[config.mk]
export PLATFORM = sky130hd
export DESIGN_NAME = psum_issue
export DESIGN_NICKNAME = d
export VERILOG_FILES = /design/src/rtl/psum_issue_pkg.sv /design/src/rtl/psum_burst_buf.sv /design/src/rtl/psum_issue.sv
export SDC_FILE = /design/constraint.sdc
export NUM_CORES = 1
export LEC_CHECK = 0
export ABC_AREA = 0
export CAP_MARGIN = 5
export CELL_PAD_IN_SITES_DETAIL_PLACEMENT = 1
export CELL_PAD_IN_SITES_GLOBAL_PLACEMENT = 2
export CORE_UTILIZATION = 43
export CTS_CLUSTER_DIAMETER = 40
export CTS_CLUSTER_SIZE = 20
export DETAILED_ROUTE_END_ITERATION = 10
export PLACE_DENSITY_LB_ADDON = 0.1
export SLEW_MARGIN = 25
export SYNTH_ARGS = -nofsm -noshare
export SYNTH_HDL_FRONTEND = slang
export SYNTH_HIERARCHICAL = 1
export SYNTH_SLANG_ARGS = --single-unit
[constraint.sdc]
create_clock -name clk -period 6.3 [get_ports clk]
set_clock_uncertainty 0.15 [all_clocks]
set_input_delay 0.945 -clock clk [delete_from_list [all_inputs] [get_ports clk]]
set_output_delay 0.945 -clock clk [all_outputs]
set_load 0.01 [all_outputs]
[src/rtl/psum_issue_pkg.sv]
// psum_issue_pkg: shared sizes and state encoding for the accumulator psum
// issue block (psum_issue) and its burst buffer (psum_burst_buf).
package psum_issue_pkg;
  localparam int WEIGHT_SIZE   = 3;
  localparam int DATA_WIDTH    = 8;
  localparam int BIAS_WIDTH    = 32;
  localparam int FC_WCOL_WIDTH = 5;
  localparam int DEPTH         = 16;
  localparam int TIMEOUT       = 15;

  localparam int LANE_W = 2*DATA_WIDTH + 2;
  localparam int PSUM_W = WEIGHT_SIZE * LANE_W;
  localparam int AW     = $clog2(DEPTH);
  localparam int CNT_W  = $clog2(DEPTH + 1);
  localparam int TMR_W  = $clog2(TIMEOUT + 1);

  localparam logic [2:0] ST_IDLE  = 3'd0;
  localparam logic [2:0] ST_FILL  = 3'd1;
  localparam logic [2:0] ST_DRAIN = 3'd2;
  localparam logic [2:0] ST_GAP   = 3'd3;
  localparam logic [2:0] ST_FIN   = 3'd4;
  localparam logic [2:0] ST_CLEAR = 3'd5;

  typedef enum logic [2:0] {
    S_IDLE  = ST_IDLE,
    S_FILL  = ST_FILL,
    S_DRAIN = ST_DRAIN,
    S_GAP   = ST_GAP,
    S_FIN   = ST_FIN,
    S_CLEAR = ST_CLEAR
  } state_t;
endpackage

[src/rtl/psum_burst_buf.sv]
// psum_burst_buf: DEPTH-entry FIFO holding one lane-packed psum burst.
// Ports: clk/rst_n, i_clear (sync flush), i_wr_en/i_wr_data (push),
// i_rd_en (pop), o_rd_data (head entry, combinational), o_count, o_full.
// DEPTH is a power of two, so the pointers wrap by natural overflow.
module psum_burst_buf
  import psum_issue_pkg::*;
(
  input  logic              clk,
  input  logic              rst_n,
  input  logic              i_clear,
  input  logic              i_wr_en,
  input  logic [PSUM_W-1:0] i_wr_data,
  input  logic              i_rd_en,
  output logic [PSUM_W-1:0] o_rd_data,
  output logic [CNT_W-1:0]  o_count,
  output logic              o_full
);
  localparam logic [AW-1:0]    PTR_ONE = AW'(1);
  localparam logic [CNT_W-1:0] CNT_ONE = CNT_W'(1);

  logic [PSUM_W-1:0] r_mem [DEPTH];
  logic [AW-1:0]     r_wr_ptr;
  logic [AW-1:0]     r_rd_ptr;
  logic [CNT_W-1:0]  r_count;
  logic              w_wr;
  logic              w_rd;

  assign w_wr      = i_wr_en && !o_full;
  assign w_rd      = i_rd_en && (r_count != '0);
  assign o_rd_data = r_mem[r_rd_ptr];
  assign o_count   = r_count;
  assign o_full    = (r_count == CNT_W'(DEPTH));

  always_ff @(posedge clk) begin
    if (w_wr) r_mem[r_wr_ptr] <= i_wr_data;
  end

  always_ff @(posedge clk or negedge rst_n) begin
    if (!rst_n) begin
      r_wr_ptr <= '0;
      r_rd_ptr <= '0;
      r_count  <= '0;
    end else if (i_clear) begin
      r_wr_ptr <= '0;
      r_rd_ptr <= '0;
      r_count  <= '0;
    end else begin
      if (w_wr) r_wr_ptr <= r_wr_ptr + PTR_ONE;
      if (w_rd) r_rd_ptr <= r_rd_ptr + PTR_ONE;
      case ({w_wr, w_rd})
        2'b10:   r_count <= r_count + CNT_ONE;
        2'b01:   r_count <= r_count - CNT_ONE;
        default: r_count <= r_count;
      endcase
    end
  end
endmodule

[src/rtl/psum_issue.sv]
// psum_issue: transmit side of the accumulator psum interface.
// Accepts a job (i_job_*), buffers each psum burst (i_ps_*) completely and
// replays it gap-free on o_acc_enable/o_acc_psum, then waits for the
// accumulator (i_acc_fc_line_done / i_acc_fc_done) before the next burst or
// job end. o_job_done pulses at job end; o_err is sticky until the next accept.
// Handshakes: a transfer happens on a rising clk edge where valid and ready
// are both high; ready never depends on valid.
// Debug: o_dbg_state (FSM state), o_dbg_conv_seen (CONV result strobe seen
// since the last job accept).
module psum_issue
  import psum_issue_pkg::*;
(
  input  logic                     clk,
  input  logic                     rst_n,
  input  logic                     i_job_valid,
  output logic                     o_job_ready,
  input  logic                     i_job_layer,
  input  logic [FC_WCOL_WIDTH-1:0] i_job_fc_wcol,
  input  logic [BIAS_WIDTH-1:0]    i_job_bias,
  input  logic                     i_ps_valid,
  output logic                     o_ps_ready,
  input  logic [PSUM_W-1:0]        i_ps_data,
  input  logic                     i_ps_last,
  output logic                     o_acc_enable,
  output logic                     o_acc_layer,
  output logic [PSUM_W-1:0]        o_acc_psum,
  output logic [BIAS_WIDTH-1:0]    o_acc_bias,
  output logic [FC_WCOL_WIDTH-1:0] o_acc_fc_wcol,
  input  logic                     i_acc_conv_comp,
  input  logic                     i_acc_fc_line_done,
  input  logic                     i_acc_fc_done,
  output logic                     o_job_done,
  output logic                     o_err,
  output logic [2:0]               o_dbg_state,
  output logic                     o_dbg_conv_seen
);
  state_t                   r_state, w_state_nxt;
  logic                     r_job_ready;
  logic                     r_layer;
  logic [FC_WCOL_WIDTH-1:0] r_burst_cnt;
  logic [TMR_W-1:0]         r_tmr;
  logic                     r_line_seen;
  logic                     r_acc_enable;
  logic                     r_acc_layer;
  logic [PSUM_W-1:0]        r_acc_psum;
  logic [BIAS_WIDTH-1:0]    r_acc_bias;
  logic [FC_WCOL_WIDTH-1:0] r_acc_fc_wcol;
  logic                     r_job_done;
  logic                     r_err;
  logic                     r_conv_seen;

  logic              w_accept, w_push, w_pop, w_flush, w_set_err;
  logic              w_burst_inc, w_done, w_ps_ready, w_line;
  logic [PSUM_W-1:0] w_rd_data;
  logic [CNT_W-1:0]  w_count;
  logic              w_full;

  psum_burst_buf u_buf (
    .clk       (clk),
    .rst_n     (rst_n),
    .i_clear   (w_flush),
    .i_wr_en   (w_push),
    .i_wr_data (i_ps_data),
    .i_rd_en   (w_pop),
    .o_rd_data (w_rd_data),
    .o_count   (w_count),
    .o_full    (w_full)
  );

  // line_done is a single-cycle pulse that may land before the minimum gap
  // has elapsed, so it is remembered for the rest of the GAP state.
  assign w_line = i_acc_fc_line_done || r_line_seen;

  always_comb begin
    w_state_nxt = r_state;
    w_accept    = 1'b0;
    w_push      = 1'b0;
    w_pop       = 1'b0;
    w_flush     = 1'b0;
    w_set_err   = 1'b0;
    w_burst_inc = 1'b0;
    w_done      = 1'b0;
    w_ps_ready  = 1'b0;
    case (r_state)
      S_IDLE: begin
        if (r_job_ready && i_job_valid) begin
          w_accept = 1'b1;
          if (i_job_layer && (i_job_fc_wcol == '0)) begin
            w_set_err = 1'b1;
            w_done    = 1'b1;
          end else begin
            w_state_nxt = S_FILL;
          end
        end
      end
      S_FILL: begin
        w_ps_ready = !w_full;
        if (i_ps_valid && w_ps_ready) begin
          w_push = 1'b1;
          if (i_ps_last) begin
            w_state_nxt = S_DRAIN;
          end else if (w_count == CNT_W'(DEPTH - 1)) begin
            // Last slot taken without ps_last: the burst cannot fit.
            w_set_err   = 1'b1;
            w_flush     = 1'b1;
            w_state_nxt = S_IDLE;
          end
        end
      end
      S_DRAIN: begin
        w_pop = 1'b1;
        if (w_count == CNT_W'(1)) begin
          w_burst_inc = 1'b1;
          w_state_nxt = S_GAP;
        end
      end
      S_GAP: begin
        if (!r_layer) begin
          if (r_tmr == TMR_W'(1)) w_state_nxt = S_FIN;
        end else if (w_line && (r_tmr != '0)) begin
          w_state_nxt = (r_burst_cnt < r_acc_fc_wcol) ? S_FILL : S_FIN;
        end else if (r_tmr == TMR_W'(TIMEOUT - 1)) begin
          w_set_err   = 1'b1;
          w_state_nxt = S_FIN;
        end
      end
      S_FIN: begin
        if (!r_layer || i_acc_fc_done) begin
          w_done      = 1'b1;
          w_state_nxt = S_CLEAR;
        end else if (r_tmr == TMR_W'(TIMEOUT - 1)) begin
          w_set_err   = 1'b1;
          w_done      = 1'b1;
          w_state_nxt = S_CLEAR;
        end
      end
      S_CLEAR: w_state_nxt = S_IDLE;
      default: w_state_nxt = S_IDLE;
    endcase
  end

  always_ff @(posedge clk or negedge rst_n) begin
    if (!rst_n) begin
      r_state       <= S_IDLE;
      r_job_ready   <= 1'b0;
      r_layer       <= 1'b0;
      r_burst_cnt   <= '0;
      r_tmr         <= '0;
      r_line_seen   <= 1'b0;
      r_acc_enable  <= 1'b0;
      r_acc_layer   <= 1'b0;
      r_acc_psum    <= '0;
      r_acc_bias    <= '0;
      r_acc_fc_wcol <= '0;
      r_job_done    <= 1'b0;
      r_err         <= 1'b0;
      r_conv_seen   <= 1'b0;
    end else begin
      r_state     <= w_state_nxt;
      r_job_ready <= (w_state_nxt == S_IDLE);
      r_job_done  <= w_done;

      if (w_accept) begin
        r_layer       <= i_job_layer;
        r_acc_bias    <= i_job_bias;
        r_acc_fc_wcol <= i_job_fc_wcol;
        r_burst_cnt   <= '0;
      end else if (w_burst_inc) begin
        r_burst_cnt <= r_burst_cnt + FC_WCOL_WIDTH'(1);
      end

      if (w_set_err)     r_err <= 1'b1;
      else if (w_accept) r_err <= 1'b0;

      if (w_accept)             r_conv_seen <= 1'b0;
      else if (i_acc_conv_comp) r_conv_seen <= 1'b1;

      // acc_layer low in CLEAR releases the accumulator's FC done hold.
      if ((w_state_nxt == S_CLEAR) || (w_state_nxt == S_IDLE)) r_acc_layer <= 1'b0;
      else if (w_accept)                                       r_acc_layer <= i_job_layer;

      if (w_state_nxt != r_state)                    r_tmr <= '0;
      else if ((r_state == S_GAP) || (r_state == S_FIN)) r_tmr <= r_tmr + TMR_W'(1);

      if (w_state_nxt != r_state)                           r_line_seen <= 1'b0;
      else if ((r_state == S_GAP) && i_acc_fc_line_done) r_line_seen <= 1'b1;

      r_acc_enable <= (r_state == S_DRAIN);
      r_acc_psum   <= (r_state == S_DRAIN) ? w_rd_data : '0;
    end
  end

  assign o_job_ready     = r_job_ready;
  assign o_ps_ready      = w_ps_ready;
  assign o_acc_enable    = r_acc_enable;
  assign o_acc_layer     = r_acc_layer;
  assign o_acc_psum      = r_acc_psum;
  assign o_acc_bias      = r_acc_bias;
  assign o_acc_fc_wcol   = r_acc_fc_wcol;
  assign o_job_done      = r_job_done;
  assign o_err           = r_err;
  assign o_dbg_state     = r_state;
  assign o_dbg_conv_seen = r_conv_seen;
endmodule

### Word-level counts from Yosys, hierarchy flattened

Memory sizes are Yosys's and may differ from the RTL's.
Index checks and enable logic that the tools add are counted.
Widths: inputs -> output; s select.

* memories: 1
* word-level logic and storage cells: 121
* bits in registers: 124
* input port bits: 100
* memory bits (writable): 864

* equal/unequal tests: 13
* reduce and logical (&&, ||, !) cells: 27
* muxes and demuxes: 56
* add/sub/neg operators: 6
* magnitude comparators: 1

Memory list
* u_buf.r_mem: words 16, width 54, rd ports 1, clocked after Yosys merged registers in 0, write ports 1, line psum_burst_buf.sv:21 `logic [PSUM_W-1:0] r_mem [DEPTH];`

Operators by type and width (count)
* $mux 54: 1
* $mux 3: 13
* $mux 1: 29
* $mux 4: 6
* $reduce_bool 2->1: 8
* $mux 5: 3
* $pmux 3 s5: 1
* $add 4x1->4 const B: 3
* $add 5x1->5 const B: 2
* $pmux 5 s2: 1
* $logic_and 1x1->1: 7
* $eq 3x2->1 const B: 2
* $eq 3x3->1 const B: 2
* $logic_not 3->1: 2
* $eq 5x1->1 const B: 1
* $eq 5x4->1 const B: 1
* $eq 5x5->1 const B: 1
* $logic_not 5->1: 1
* $lt 5x5->1: 1
* $reduce_bool 5->1: 1
* $sub 5x1->5 const B: 1
* $eq 4x1->1 const B: 1
* $eq 4x4->1 const B: 1
* $logic_or 1x1->1: 4
* other kinds (9): 10

### Depth between registers and ports, before layout

* word-level depth: 9
* gate-level depth with buffers: 15
* gate-level depth less buffers: 13

### Modules after synthesis

Netlist, hierarchy kept.

By module, submodules not included
* psum_burst_buf: cells an instance 1308, area an instance 33266.9 µm², times used 1
* psum_issue: cells an instance 409, area an instance 4383.0 µm², times used 1

### Least setup slack after synthesis

OpenSTA, ideal clock, no wires.

* kind: input port to flip-flop
* start: in i_ps_valid
* end: mem u_buf/r_mem[3][0] (netlist name) (enable)
* required time: 5.618 ns
* slack: -0.163 ns
* path buffers: 1
* arrival time: 5.781 ns
* stages: 7
* path through: nor2b_1 nand3_1 inv_1 clkbuf_1 a21boi_2 nand2_1 nor3_1

* cells in the longest elaborated chain, start to end: 6

Ends and longest elaborated chain
* start, declared: line psum_issue.sv:20 `input logic i_ps_valid,`
* $logic_and 1x1->1: line psum_issue.sv:98 `if (i_ps_valid && w_ps_ready) begin`
* $mux 1: line psum_issue.sv:98
* $mux 1: line psum_issue.sv:84 `case (r_state)`
* net w_push: line psum_issue.sv:52 `logic w_accept, w_push, w_pop, w_flush, w_set_err;`
* $logic_and 1x1->1: line psum_burst_buf.sv:28 `assign w_wr = i_wr_en && !o_full;`
* $mux 1: line psum_burst_buf.sv:35 `if (w_wr) r_mem[r_wr_ptr] <= i_wr_data;`
* $mux 1 (implied by the code): line psum_burst_buf.sv:35
* end, declared: line psum_burst_buf.sv:21

The timed path passes the listed nets, and every way through them passes these cells.

### Final worst setup path

* start: reg u_buf.r_count[1], in the netlist u_buf/o_count[1]
* end: mem u_buf/r_mem[0][32] (netlist name) (enable)

* cells in the longest elaborated chain, start to end: 8

Ends and longest elaborated chain
* start, declared: line psum_burst_buf.sv:24 `logic [CNT_W-1:0] r_count;`
* start signal, assigned: line psum_burst_buf.sv:51 `2'b10: r_count <= r_count + CNT_ONE;`
* start signal, assigned: line psum_burst_buf.sv:52 `2'b01: r_count <= r_count - CNT_ONE;`
* start signal, assigned: line psum_burst_buf.sv:53 `default: r_count <= r_count;`
* $eq 5x5->1: line psum_burst_buf.sv:32 `assign o_full = (r_count == CNT_W'(DEPTH));`
* net w_full: line psum_issue.sv:56 `logic w_full;`
* $logic_not 1->1: line psum_issue.sv:97 `w_ps_ready = !w_full;`
* $logic_and 1x1->1: line psum_issue.sv:98
* $mux 1: line psum_issue.sv:98
* $mux 1: line psum_issue.sv:84
* net w_push: line psum_issue.sv:52
* $logic_and 1x1->1: line psum_burst_buf.sv:28
* $mux 1: line psum_burst_buf.sv:35
* $mux 1 (implied by the code): line psum_burst_buf.sv:35

The timed path passes the listed nets, and every way through them passes these cells.

==> run_summary.xml <==
<?xml version="1.0" encoding="UTF-8"?>
<metrics>
  <group name="outcome">
    <metric name="run_status" unit="">finished, final reports clean</metric>
  </group>
  <group name="setup_path">
    <metric name="critical_path.max_stage_delay" unit="ns">0.70</metric>
    <metric name="cp_data_required_time" unit="ns">6.51</metric>
    <metric name="crit_end_element" unit="">flip-flop</metric>
    <metric name="worstSetupStartpoint" unit="">u_buf/o_count[1]$_DFFE_PN0P_</metric>
    <metric name="worstSetupPathType" unit="">flip-flop to flip-flop</metric>
    <metric name="timing.critical_path.cells" unit="">nor4_1, and2_1, nor2b_1, nand3_1, inv_1, a21boi_2, nand2_1, nor3_4, buf_12</metric>
    <metric name="crit-reg2reg-launch" unit="">u_buf/o_count[1]$_DFFE_PN0P_</metric>
    <metric name="worstPathMaxFanout" unit="">45</metric>
    <metric name="worst-r2r-cell-count" unit="">9</metric>
    <metric name="critPathLaunchType" unit="">flip-flop</metric>
    <metric name="timing.reg2reg.setup_slack" unit="ns">2.21</metric>
    <metric name="regToRegEndpoint" unit="">u_buf/r_mem[0][32]$_DFFE_PP_</metric>
    <metric name="cp_slowest_cell" unit="">sky130_fd_sc_hd__nor3_4</metric>
    <metric name="cp_data_arrival_time" unit="ns">4.30</metric>
  </group>
  <group name="synth">
    <metric name="synthTopCellsByArea" unit="">sky130_fd_sc_hd__edfxtp_1 69%, sky130_fd_sc_hd__mux4_2 16%, sky130_fd_sc_hd__dfrtp_1 8.2%</metric>
    <metric name="share_of_the_synthesized_area_in_the_top_cell_type" unit="">0.689</metric>
    <metric name="mappedNetlistNets" unit="">1833</metric>
    <metric name="yosysSeqAreaShare" unit="">0.772</metric>
    <metric name="synthDominantAreaCellType" unit="">sky130_fd_sc_hd__edfxtp_1</metric>
    <metric name="fraction_of_the_mapped_netlist_area_in_adder_cells" unit="">0.00532</metric>
    <metric name="synth_simple_gate_area_share" unit="">0.0343</metric>
    <metric name="synth-compound-area-share" unit="">0.0103</metric>
    <metric name="syn-instance-count" unit="">1717</metric>
    <metric name="syn-mean-instance-area" unit="um2">21.9</metric>
    <metric name="main_combinational_cell_family_by_area_after_synthesis" unit="">multiplexers</metric>
    <metric name="yosys-mux-area-fraction" unit="">0.163</metric>
    <metric name="number_of_warnings_issued_by_yosys" unit="">6</metric>
    <metric name="synth-edff-count" unit="">864</metric>
    <metric name="synth.distinct_cells" unit="">61</metric>
    <metric name="dominantRegCellSynth" unit="">sky130_fd_sc_hd__edfxtp_1</metric>
    <metric name="syn-cell-area" unit="um2">37600</metric>
    <metric name="postSynthRegisterBits" unit="">988</metric>
    <metric name="synth-xor-area-share" unit="">0.00395</metric>
    <metric name="async_reset_ff_frac" unit="">0.126</metric>
  </group>
  <group name="drt">
    <metric name="ant_nets" unit="">0</metric>
    <metric name="drt_pass1_iterations" unit="">5</metric>
    <metric name="via_per_inst" unit="">5.42</metric>
    <metric name="number_of_design_rule_violations_left_after_detail_routing" unit="">0</metric>
    <metric name="route.vias.total" unit="">17800</metric>
    <metric name="topRoutingLayerUsed" unit="">met5</metric>
    <metric name="met3RoutedLength" unit="um">3030</metric>
    <metric name="detailedRoute.firstIterationViolations" unit="">989</metric>
    <metric name="wl_per_cell" unit="um">25.9</metric>
    <metric name="route.met2.wl" unit="um">42200</metric>
    <metric name="detail_route.wirelength.met1" unit="um">37700</metric>
    <metric name="drt-total-wl" unit="um">84900</metric>
  </group>
  <group name="global_route">
    <metric name="grt_pass1_vias" unit="">19500</metric>
    <metric name="antenna_found_initial" unit="">4</metric>
    <metric name="grt_max_degree" unit="">94</metric>
    <metric name="grt_remaining_overflow" unit="">0</metric>
    <metric name="grt_pass1_wl" unit="um">128000</metric>
    <metric name="grtUsageTotal" unit="">0.197</metric>
  </group>
  <group name="pwr">
    <metric name="internal-power" unit="uW">15500</metric>
    <metric name="p_per_area" unit="nW/um2">463</metric>
    <metric name="vdd.ir_drop.worst" unit="mV">0.286</metric>
    <metric name="total_power" unit="uW">21400</metric>
    <metric name="cellLeakagePower" unit="uW">0.0155</metric>
    <metric name="clkPwrFrac" unit="">0.376</metric>
    <metric name="switching_power" unit="uW">5890</metric>
    <metric name="pwr-share-seq" unit="">0.382</metric>
    <metric name="combPwrFrac" unit="">0.242</metric>
    <metric name="power.switching_fraction" unit="">0.276</metric>
  </group>
  <group name="final_layout">
    <metric name="flow.area_growth_from_synthesis" unit="%">22.7</metric>
    <metric name="final_core_util" unit="">0.533</metric>
    <metric name="multi_input_comb_area" unit="um2">8290</metric>
    <metric name="layout.cells.most_common" unit="">sky130_fd_sc_hd__edfxtp_1</metric>
    <metric name="n_antenna_cell" unit="">0</metric>
    <metric name="num-fill-cells" unit="">7514</metric>
    <metric name="final_nets" unit="">2127</metric>
    <metric name="proportion_of_layout_cells_with_a_drive_suffix_above_1" unit="">0.277</metric>
    <metric name="sequential_cell_area" unit="um2">29100</metric>
    <metric name="mostFrequentLayoutCells" unit="">864 x sky130_fd_sc_hd__edfxtp_1, 270 x sky130_fd_sc_hd__mux4_2, 199 x sky130_fd_sc_hd__clkdlybuf4s50_1</metric>
  </group>
  <group name="timing">
    <metric name="timing.fmax" unit="GHz">0.245</metric>
    <metric name="finalCritPeriodShare" unit="">0.649</metric>
    <metric name="worst_slew_margin_rel" unit="">0.417</metric>
    <metric name="max_slew_violation_total_from_the_final_report" unit="">0</metric>
    <metric name="setup_viol" unit="">0</metric>
    <metric name="worst_pin_slew" unit="ns">0.875</metric>
    <metric name="rsz0062_at_grt" unit="">false</metric>
    <metric name="min_period" unit="ns">4.09</metric>
    <metric name="timing_hold_violations_final" unit="">0</metric>
  </group>
  <group name="floorplanning">
    <metric name="placeableCoreArea" unit="um2">86800</metric>
    <metric name="dieArea" unit="um2">88700</metric>
    <metric name="initial_utilization" unit="">0.434</metric>
    <metric name="die_w" unit="um">298</metric>
    <metric name="placement_rows" unit="">108</metric>
    <metric name="die_height" unit="um">298</metric>
    <metric name="floorplan.io_pins" unit="">201</metric>
  </group>
  <group name="clock_network">
    <metric name="tritoncts_clock_tree" unit="">done</metric>
    <metric name="worst_setup_hold_path_clk_slew" unit="ns">0.05</metric>
    <metric name="post-cts-setup-buffers" unit="">0</metric>
    <metric name="cts_root_buf" unit="">sky130_fd_sc_hd__clkbuf_16</metric>
    <metric name="clkSinkCount" unit="">988</metric>
    <metric name="cts_buffers" unit="">140</metric>
    <metric name="clkLatencyLatePin" unit="ns">0.73</metric>
    <metric name="cts-resized-gates" unit="">0</metric>
    <metric name="clockBufferDepth" unit="">3</metric>
    <metric name="htree_levels" unit="">4</metric>
    <metric name="cts.hold.buffers_added" unit="">0</metric>
  </group>
  <group name="placed_design">
    <metric name="buffers_on_ports" unit="">200</metric>
    <metric name="hpwl" unit="um">46200</metric>
    <metric name="place.gp.congestion" unit="">0.718</metric>
  </group>
  <group name="hold_path">
    <metric name="hold_class" unit="">primary input to async pin</metric>
  </group>
  <group name="job">
    <metric name="max_cap_violations" unit="">0</metric>
  </group>
</metrics>
==> state kept, by name, summed over array words and instances (netlist names) <==
signal / cells
o_acc_bias: 32
u_buf/o_count: 5
o_acc_enable: 1
o_job_done: 1
r_line_seen: 1
o_acc_layer: 1
r_burst_cnt: 5
o_acc_psum: 54
u_buf/r_mem: 864
u_buf/r_rd_ptr: 4
o_dbg_state: 3
o_acc_fc_wcol: 5
r_tmr: 4
o_dbg_conv_seen: 1
r_layer: 1
u_buf/r_wr_ptr: 4
o_err: 1
o_job_ready: 1
==> kinds of logic after synthesis <==
group / after synthesis
AOI/OAI and AO/OA: 53
xor gates and xnor gates: 17
adders and majority gates: 16
buffers and inverters: 99
DFF: 988
muxes: 274
and+or+nand+nor: 270
==> routing by layer <==
layer / global-route usage / up-vias
met5: 0 / -
met4: 0.0642 / 6
met3: 0.0322 / 147
met2: 0.319 / 360
met1: 0.274 / 9598
li1: - / 7666
==> synth_stat cells, drive strengths merged (2+ instances only) <==
cell / n
clkbuf: 36
inv: 13
o21a: 2
and3: 2
ha: 16
nand2: 127
nand4: 6
mux2i: 3
nor3: 8
nand2b: 5
edfxtp: 864
nand3: 4
nor2: 45
a31oi: 2
o211a: 2
buf: 50
nand3b: 2
o31ai: 3
o21ai: 13
xor2: 10
and3b: 2
dfrtp: 124
o21bai: 3
mux4: 270
a21oi: 14
a211oi: 5
xnor2: 7
and2: 55
nor4: 3
==> how the worst max path moves through the flow <==
| stage | cells past startpoint | slack [ns] | to |
|---|---|---|---|
| 5_1_grt | 9 | 1.85 | u_buf/r_mem[0][19]$_DFFE_PP_ |
| 3_3_place_gp | 8 | 1.76 | u_buf/r_mem[0][32]$_DFFE_PP_ |
| 2_1_floorplan | 7 | -0.13 | u_buf/r_mem[1][0]$_DFFE_PP_ |
| 3_5_place_dp | 8 | 1.70 | u_buf/r_mem[0][35]$_DFFE_PP_ |
| 6_report | 9 | 2.21 | u_buf/r_mem[0][32]$_DFFE_PP_ |
| 4_1_cts | 9 | 2.18 | u_buf/r_mem[0][19]$_DFFE_PP_ |
==> power by group through the flow <==
stage | clock network [uW] | logic, uW | registers, uW
final | 8050 | 5170 | 8160
after global routing | 8470 | 5590 | 8250
after CTS | 8250 | 5240 | 8240
after detailed placement | 0 | 5220 | 8360
after global placement | 0 | 5190 | 8340
after floorplan | 0 | 3460 | 8130
==> layout make-up <==
cell class / count / area share
clock inverters: 103 / 0.0265
repair buffers: 238 / 0.0533
well taps: 1155 / 0.0313
flip-flops and latches: 988 / 0.629
inverters: 13 / 0.00106
clock buffers: 155 / 0.0795
multi-input cells: 630 / 0.179
==> through the flow <==
| step | instances | hold slack (ns) | area (um2) | TNS, ns | setup slack, ns |
|---|---|---|---|---|---|
| 5_1_grt | 3282 | 0.0913 | 46200 | 0 | 1.85 |
| 6_report | 3282 | 0.0706 | 46200 | 0 | 2.21 |
| 4_1_cts | 3281 | 0.0484 | 46200 | 0 | 2.18 |
| 3_5_place_dp | 3023 | 0.312 | 41300 | 0 | 1.70 |
| 3_3_place_gp | 3023 | 0.308 | 41300 | 0 | 1.76 |
| 2_1_floorplan | 1717 | 0.313 | 37700 | -13.77 | -0.128 |
==> worst max-delay path, delay by kind of cell, from the launching register on <==
| family | cells | cell delay, ns |
|---|---|---|
| buffers and inverters | 2 | 0.64 |
| AO/OA/AOI/OAI | 1 | 0.47 |
| flip-flops | 1 | 0.54 |
| AND/OR/NAND/NOR | 6 | 1.85 |
(Power assumes the default switching activity.)
